### src/rtl/decode_ctrl_pipe.sv
// ID-stage control unit: decodes the IF/ID opcode into the ID/EX control register,
// inserts load-use bubbles, squashes on flush and flags unknown opcodes.
module decode_ctrl_pipe #(
  parameter int unsigned STALL_CYCLES = 1,
  parameter int unsigned PERF_W       = 16
) (
  input  logic              clk_i,
  input  logic              rst_i,
  input  logic [31:0]       instr_i,
  input  logic              valid_i,
  input  logic              flush_i,
  output logic              stall_o,
  output logic              valid_o,
  output logic              RegWrite_o,
  output logic              ALUSrc_o,
  output logic              ALUSigned_o,
  output logic              Branch_o,
  output logic              Jump_o,
  output logic              MemRead_o,
  output logic              MemWrite_o,
  output logic [2:0]        ALU_op_o,
  output logic [1:0]        RegDst_o,
  output logic [1:0]        BranchType_o,
  output logic [1:0]        MemToReg_o,
  output logic              illegal_o,
  output logic [PERF_W-1:0] stall_cnt_o
);

  localparam int unsigned CntW = $clog2(STALL_CYCLES + 1);

  typedef struct packed {
    logic       valid;
    logic       reg_write;
    logic       alu_src;
    logic       alu_signed;
    logic       branch;
    logic       jump;
    logic       mem_read;
    logic       mem_write;
    logic [2:0] alu_op;
    logic [1:0] reg_dst;
    logic [1:0] branch_type;
    logic [1:0] mem_to_reg;
  } ctrl_t;

  logic [5:0] op;
  logic [4:0] rs, rt;
  logic       unused_instr;

  assign op           = instr_i[31:26];
  assign rs           = instr_i[25:21];
  assign rt           = instr_i[20:16];
  assign unused_instr = ^instr_i[15:0];

  ctrl_t            ctrl_d, ctrl_q, dec;
  logic             illegal_d, illegal_q;
  logic [4:0]       ex_rt_d, ex_rt_q;
  logic [CntW-1:0]  cnt_d, cnt_q;
  logic [PERF_W-1:0] stall_cnt_d, stall_cnt_q;
  logic             known, rt_src, hazard, stall;

  always_comb begin
    dec            = '0;
    dec.valid      = 1'b1;
    dec.alu_signed = 1'b1;
    known          = 1'b1;
    rt_src         = 1'b0;
    case (op)
      6'd0: begin
        dec.reg_write = 1'b1;
        dec.reg_dst   = 2'd1;
        dec.alu_op    = 3'b010;
        rt_src        = 1'b1;
      end
      6'd2: dec.jump = 1'b1;
      6'd3: begin
        dec.jump       = 1'b1;
        dec.reg_write  = 1'b1;
        dec.reg_dst    = 2'd2;
        dec.mem_to_reg = 2'd2;
      end
      6'd4, 6'd5, 6'd6, 6'd1: begin
        dec.branch = 1'b1;
        dec.alu_op = 3'b001;
        rt_src     = (op == 6'd4) || (op == 6'd5);
        case (op)
          6'd5:    dec.branch_type = 2'd1;
          6'd6:    dec.branch_type = 2'd2;
          6'd1:    dec.branch_type = 2'd3;
          default: dec.branch_type = 2'd0;
        endcase
      end
      6'd8, 6'd9, 6'd13, 6'd15: begin
        dec.reg_write = 1'b1;
        dec.alu_src   = 1'b1;
        case (op)
          6'd9:    begin dec.alu_op = 3'b011; dec.alu_signed = 1'b0; end
          6'd13:   begin dec.alu_op = 3'b100; dec.alu_signed = 1'b0; end
          6'd15:   dec.alu_op = 3'b101;
          default: dec.alu_op = 3'b000;
        endcase
      end
      6'd35: begin
        dec.reg_write  = 1'b1;
        dec.alu_src    = 1'b1;
        dec.mem_read   = 1'b1;
        dec.mem_to_reg = 2'd1;
      end
      6'd43: begin
        dec.alu_src   = 1'b1;
        dec.mem_write = 1'b1;
        rt_src        = 1'b1;
      end
      default: begin
        dec   = '0;
        known = 1'b0;
      end
    endcase
  end

  // Only a real load in ID/EX can cause a hazard; bubbles carry valid=0 and rt=0.
  always_comb begin
    hazard = (cnt_q == '0) && ctrl_q.valid && ctrl_q.mem_read && (ex_rt_q != 5'd0) &&
             valid_i && ((ex_rt_q == rs) || (rt_src && (ex_rt_q == rt)));
    stall  = hazard || (cnt_q != '0);
  end

  always_comb begin
    ctrl_d      = '0;
    illegal_d   = 1'b0;
    ex_rt_d     = 5'd0;
    cnt_d       = cnt_q;
    stall_cnt_d = stall_cnt_q;
    if (flush_i) begin
      cnt_d = '0;
    end else if (stall) begin
      cnt_d = hazard ? CntW'(STALL_CYCLES - 1) : cnt_q - CntW'(1);
      if (stall_cnt_q != '1) stall_cnt_d = stall_cnt_q + PERF_W'(1);
    end else if (valid_i) begin
      if (known) begin
        ctrl_d  = dec;
        ex_rt_d = rt;
      end else begin
        illegal_d = 1'b1;
      end
    end
  end

  always_ff @(posedge clk_i or negedge rst_i) begin
    if (!rst_i) begin
      ctrl_q      <= '0;
      illegal_q   <= 1'b0;
      ex_rt_q     <= 5'd0;
      cnt_q       <= '0;
      stall_cnt_q <= '0;
    end else begin
      ctrl_q      <= ctrl_d;
      illegal_q   <= illegal_d;
      ex_rt_q     <= ex_rt_d;
      cnt_q       <= cnt_d;
      stall_cnt_q <= stall_cnt_d;
    end
  end

  assign stall_o      = stall;
  assign valid_o      = ctrl_q.valid;
  assign RegWrite_o   = ctrl_q.reg_write;
  assign ALUSrc_o     = ctrl_q.alu_src;
  assign ALUSigned_o  = ctrl_q.alu_signed;
  assign Branch_o     = ctrl_q.branch;
  assign Jump_o       = ctrl_q.jump;
  assign MemRead_o    = ctrl_q.mem_read;
  assign MemWrite_o   = ctrl_q.mem_write;
  assign ALU_op_o     = ctrl_q.alu_op;
  assign RegDst_o     = ctrl_q.reg_dst;
  assign BranchType_o = ctrl_q.branch_type;
  assign MemToReg_o   = ctrl_q.mem_to_reg;
  assign illegal_o    = illegal_q;
  assign stall_cnt_o  = stall_cnt_q;

endmodule

### config.mk
export PLATFORM = sky130hd
export DESIGN_NAME = decode_ctrl_pipe
export DESIGN_NICKNAME = d
export VERILOG_FILES = /design/src/rtl/decode_ctrl_pipe.sv
export SDC_FILE = /design/constraint.sdc
export NUM_CORES = 1
export LEC_CHECK = 0
export CAP_MARGIN = 20
export CORE_AREA = 2 2 73 75
export DETAILED_ROUTE_END_ITERATION = 8
export DIE_AREA = 0 0 75 77
export GPL_ROUTABILITY_DRIVEN = 0
export GPL_TIMING_DRIVEN = 0
export PLACE_DENSITY = 0.73
export SETUP_SLACK_MARGIN = 0.02
export SLEW_MARGIN = 10
export SYNTH_ARGS = -nofsm -noshare
export SYNTH_HDL_FRONTEND = slang
export SYNTH_SLANG_ARGS = --single-unit
export TNS_END_PERCENT = 20
### constraint.sdc
create_clock -name clk_i -period 2.5 [get_ports clk_i]
set_input_delay 0.25 -clock clk_i [delete_from_list [all_inputs] [get_ports clk_i]]
set_output_delay 0.25 -clock clk_i [all_outputs]
set_load 0.1 [all_outputs]
Word level (Yosys, flattened, before mapping)
Index checks and enable logic that the tools add are counted.

word-level totals
  latch bits = 0
  memory bits (writable) = 0
  logic and storage cells = 88
  flip-flop bits (word level) = 40
  memories = 0
  output and inout port bits = 35
  input port bits = 36
  ROM bits = 0

operators by class
  order comparisons = 0
  eq/ne operators = 15
  $add $sub $neg = 2
  bitwise operators = 2
  $mul = 0
  reduce and logical (&&, ||, !) cells = 22
  div/mod/pow operators = 0
  shift operators = 0
  mux-type cells = 31

operators with widths
  kind                                                              number
  17-bit two-way mux                                                4
  6-bit by 4-bit == test with 1-bit output (second input constant)  4
  5-bit two-way mux                                                 4
  6-bit by 3-bit == test with 1-bit output (second input constant)  3
  3-bit one-hot mux with 3 select lines                             2
  16-bit by 1-bit adder with 16-bit output (second input constant)  1
  16-bit inequality test (second input constant)                    1
  1-bit two-way mux                                                 15
  13-bit OR reduction                                               1
  6-bit by 2-bit == test with 1-bit output (second input constant)  2
  6-bit == test (second input constant)                             2
  5-bit == test                                                     2
  9-bit OR reduction                                                1
  2-bit one-hot mux with 2 select lines                             2
  4-bit OR reduction                                                2
  7-bit OR reduction                                                1
  6-bit by 1-bit == test with 1-bit output (second input constant)  1
  1-bit logical AND                                                 6
  6-bit logical NOT                                                 1
  2-bit one-hot mux with 3 select lines                             1
  2-bit OR reduction                                                3
  6-bit OR reduction                                                1
  5-bit nonzero test                                                1
  1-bit one-hot mux with 2 select lines                             2
  other kinds (6)                                                   9

Logic depth before layout (Yosys ltp)
  word-level depth = 9
  mapped depth = 10
  gate-level depth less buffers = 8

Worst setup path after synthesis
OpenSTA, ideal clock, no wires.

  path kind = reg2reg
  start = reg stall_cnt_q[0], in the netlist stall_cnt_o[0]
  end = reg stall_cnt_q[1], in the netlist stall_cnt_o[1]
  setup time = 0.126 ns
  setup slack = -0.331 ns
  buffers on the path = 1
  stages on the path, launching flop included = 8
  data required time = 2.374 ns
  arrival time = 2.705 ns
  period minus slack after synthesis = 2.831 ns
  cell sequence = dfrtp_1 > ha_1 > nand3_1 > nor3_1 > a41oi_1 > o21ai_1 > clkbuf_1 > mux2_2

between the ends
  longest elaborated chain between the ends = 2
  elaborated cells between the ends (all ways) = 3
  those cells by class = 1 x add/sub; 1 x eq/ne; 1 x reduce/logical

ends and longest elaborated chain
  item                                                                              line  text
  from (decl)                                                                       59    logic [PERF_W-1:0] stall_cnt_d, stall_cnt_q;
  from (signal assigned)                                                            161   stall_cnt_q <= stall_cnt_d;
  branches (longest 2 deep; another with 16-bit by 1-bit adder with 16-bit output)  -

Several ways; the timed one is not identified.
A chain may end at the register's enable or synchronous reset.

==> flow_summary.yaml <==
outcome:
  outcome: "finished, final reports clean"
drt:
  drc: 0
  vias: 1530
  viasPerCell: 4.89
  routed_wl_um: 4020
  avgRoutedWirePerCell_um: 12.8
  ant_nets: 0
  drt_iter0_markers: 39
  dr.pass1.iters: 4
grt:
  antenna_found_initial: 0
  grt_pass1_vias: 1533
  overflow: 0
  grt_pass1_wl_um: 6920
  grt_max_degree: 28
  grt.total_usage: 0.154
timing:
  rsz0062_at_grt: "true"
  final_period_minus_worst_setup_slack_ns: 2.44
  setup_viol: 0
  worst_pin_slew_ns: 0.985
  fin_crit_sh: 0.976
  fmax_mhz: 410
  hold_violations: 0
  slew_headroom: 0.341
  final.setup_skew_ns: 0.00477
  maxSlewViolCount: 0
critical_path:
  crit_path_top_delay_cell: "or4_4"
  cp_max_fo: 8
  end_kind: "flip-flop"
  cp-start-kind: "flip-flop"
  worstSetupPathType: "flip-flop to flip-flop"
  crit_required_ns: 2.69
  path_cells: "or4_4 > o2111ai_2 > a21oi_2 > or4b_4 > or2_1 > buf_6 > nor4_4"
  cpPeakStageDelay_ns: 0.54
  rr_worst_depth: 7
  r2r_end: "BranchType_o[1]$_DFF_PN0_"
  r2r-start: "ex_rt_q[4]$_DFF_PN0_"
  reg2reg_slack_ns: 0.06
  crit_arrival_ns: 2.63
yosys:
  netlist_area_um2: 1870
  synthDistinctLibCells: 43
  muxShareOfSynthArea: 0.0114
  synthAdderAreaFrac: 0.00671
  synthCells: 178
  avgSynthCellArea_um2: 10.5
  syn_nets: 215
  yosys.area_share.simple: 0.241
  ys_warn_count: 0
  synth_flop_cell: "dfrtp_1"
  ys_seq_area_frac: 0.523
  synth-edff-count: 0
  synth-xor-area-share: 0.122
  async_reset_ff_frac: 1.00
  synth_compound_area_frac: 0.0584
  synth-seq-cells: 39
  synth_top_family_by_area: "simple AND/OR/NAND/NOR gates"
floorplanning:
  die_y_um: 77
  fp.dieArea_um2: 5780
  rows: 26
  start_util: 0.375
  fp.coreArea_um2: 4980
  dieWidth_um: 75
  ios: 71
clock_network:
  clk_pin_slew_ns: 0.07
  cts_tree: "built"
  root_buffer: "clkbuf_8"
  cts_made_buffers: 5
  insertion_delay_ns: 0.28
  clock_path_buffers: 2
  cts.sinks: 39
  htree_levels: 2
cells_and_area:
  diodes: 0
  final_common_cell: "clkdlybuf4s50_1"
  fin_area_um2: 2670
  area_growth_pct: 43.1
  drive_gt1_frac: 0.173
  layout_common_cells: "clkdlybuf4s50_1, dfrtp_1, nor2_1, xor2_1"
  final_cells: 313
  final_nets: 279
  fillCellCount: 463
job:
  maxCapViolCount: 0
pwr:
  power_leakage_nw: 1.15
  power_density_nw_per_um2: 719
  ir_worst_vdd_mv: 0.541
placed_design:
  place.port_buffers: 53
  dp_cells: 302
  hpwlAfterDp_um: 3040
  placed_area_um2: 2520
hold_path:
  hp-class: "input pin to asynchronous set/reset pin"
-- how the worst max path moves through the flow --
stage                     slack [ns]                         end                        from
after floorplan                 0.02  stall_cnt_o[1]$_DFFE_PN0P_  stall_cnt_o[4]$_DFFE_PN0P_
after global placement         -0.56                     stall_o                 instr_i[19]
after detailed placement       -0.56                     stall_o                 instr_i[19]
after CTS                      0.008   BranchType_o[1]$_DFF_PN0_        ex_rt_q[4]$_DFF_PN0_
after global routing           -0.05   BranchType_o[1]$_DFF_PN0_        ex_rt_q[4]$_DFF_PN0_
final                           0.06   BranchType_o[1]$_DFF_PN0_        ex_rt_q[4]$_DFF_PN0_
-- flip-flops by register name, indices dropped and copies added (netlist names), 2 cells and up --
| name | count |
|---|---|
| stall_cnt_o | 16 |
| ex_rt_q | 5 |
| MemToReg_o | 2 |
| RegDst_o | 2 |
| BranchType_o | 2 |
| ALU_op_o | 3 |
-- layout make-up --
class	count	area (um2)	share of cell area
well taps	70	87.6	0.0328
inverters	7	28.8	0.0108
clock buffers	8	100	0.0375
multi-input cells	125	842	0.316
plain buffers	7	40.0	0.0150
flip-flops and latches	39	1000	0.376
repair buffers	57	568	0.213
-- cell families after synthesis --
kind of cell / after synthesis
simple gates: 80
other cells: 1
compound gates: 15
fa+ha+maj: 1
xor+xnor: 26
buf+inv: 14
mux: 2
flops: 39
-- per-layer routing --
| layer | GRT usage | vias to the layer above | share of wire |
|---|---|---|---|
| met5 | 0 | - | 0 |
| met4 | 0.0375 | 0 | 0.0052 |
| met2 | 0.267 | 48 | 0.51 |
| met1 | 0.188 | 743 | 0.43 |
| met3 | 0.0394 | 3 | 0.053 |
| li1 | - | 736 | - |
-- through the flow --
step                TNS, ns  hold WS, ns   util  power (mW)  worst slack, ns
finish                    0        0.387  0.536        1.92           0.0606
global route         -0.117        0.424  0.536        2.01          -0.0537
CTS                       0        0.391  0.530        1.94          0.00804
detailed placement    -1.62        0.163  0.507        1.48           -0.558
global placement      -1.21        0.461  0.504        1.47           -0.556
floorplan                 0      -0.0456      -        1.28           0.0205
-- what timing repair did --
action,in CTS,in global routing
endpoints found under the setup margin,5,13
hold buffers,1,0
buffers inserted,0,2
gates resized for setup,7,5
hold endpoints to repair,12,0
pin swaps,1,0
-- report_power, final --
group | internal, mW | switching (mW)
clock network | 0.252 | 0.202
registers | 0.705 | 0.0663
logic | 0.183 | 0.510
-- worst max-delay path: cells and delay by family (launching register included) --
kind | cells | cell delay [ns]
and+or+nand+nor | 4 | 1.54
buffers and inverters | 1 | 0.15
AOI/OAI and AO/OA | 2 | 0.24
DFF | 1 | 0.41
-- synth_stat cells (all sizes together), types with 2 or more instances --
cell | count | area share
inv | 7 | 0.015
dfrtp | 39 | 0.52
and4 | 2 | 0.0094
nor2 | 23 | 0.046
nor4b | 3 | 0.014
clkbuf | 4 | 0.0080
o21ai | 2 | 0.0054
nand3 | 9 | 0.024
a22oi | 2 | 0.0080
buf | 3 | 0.012
xor2 | 18 | 0.085
xnor2 | 8 | 0.038
or2 | 3 | 0.010
nor4 | 8 | 0.038
nor2b | 4 | 0.013
and2 | 5 | 0.017
nand2b | 3 | 0.010
nand2 | 7 | 0.014
a21oi | 5 | 0.015
nor3 | 8 | 0.021
(Power assumes the default switching activity.)
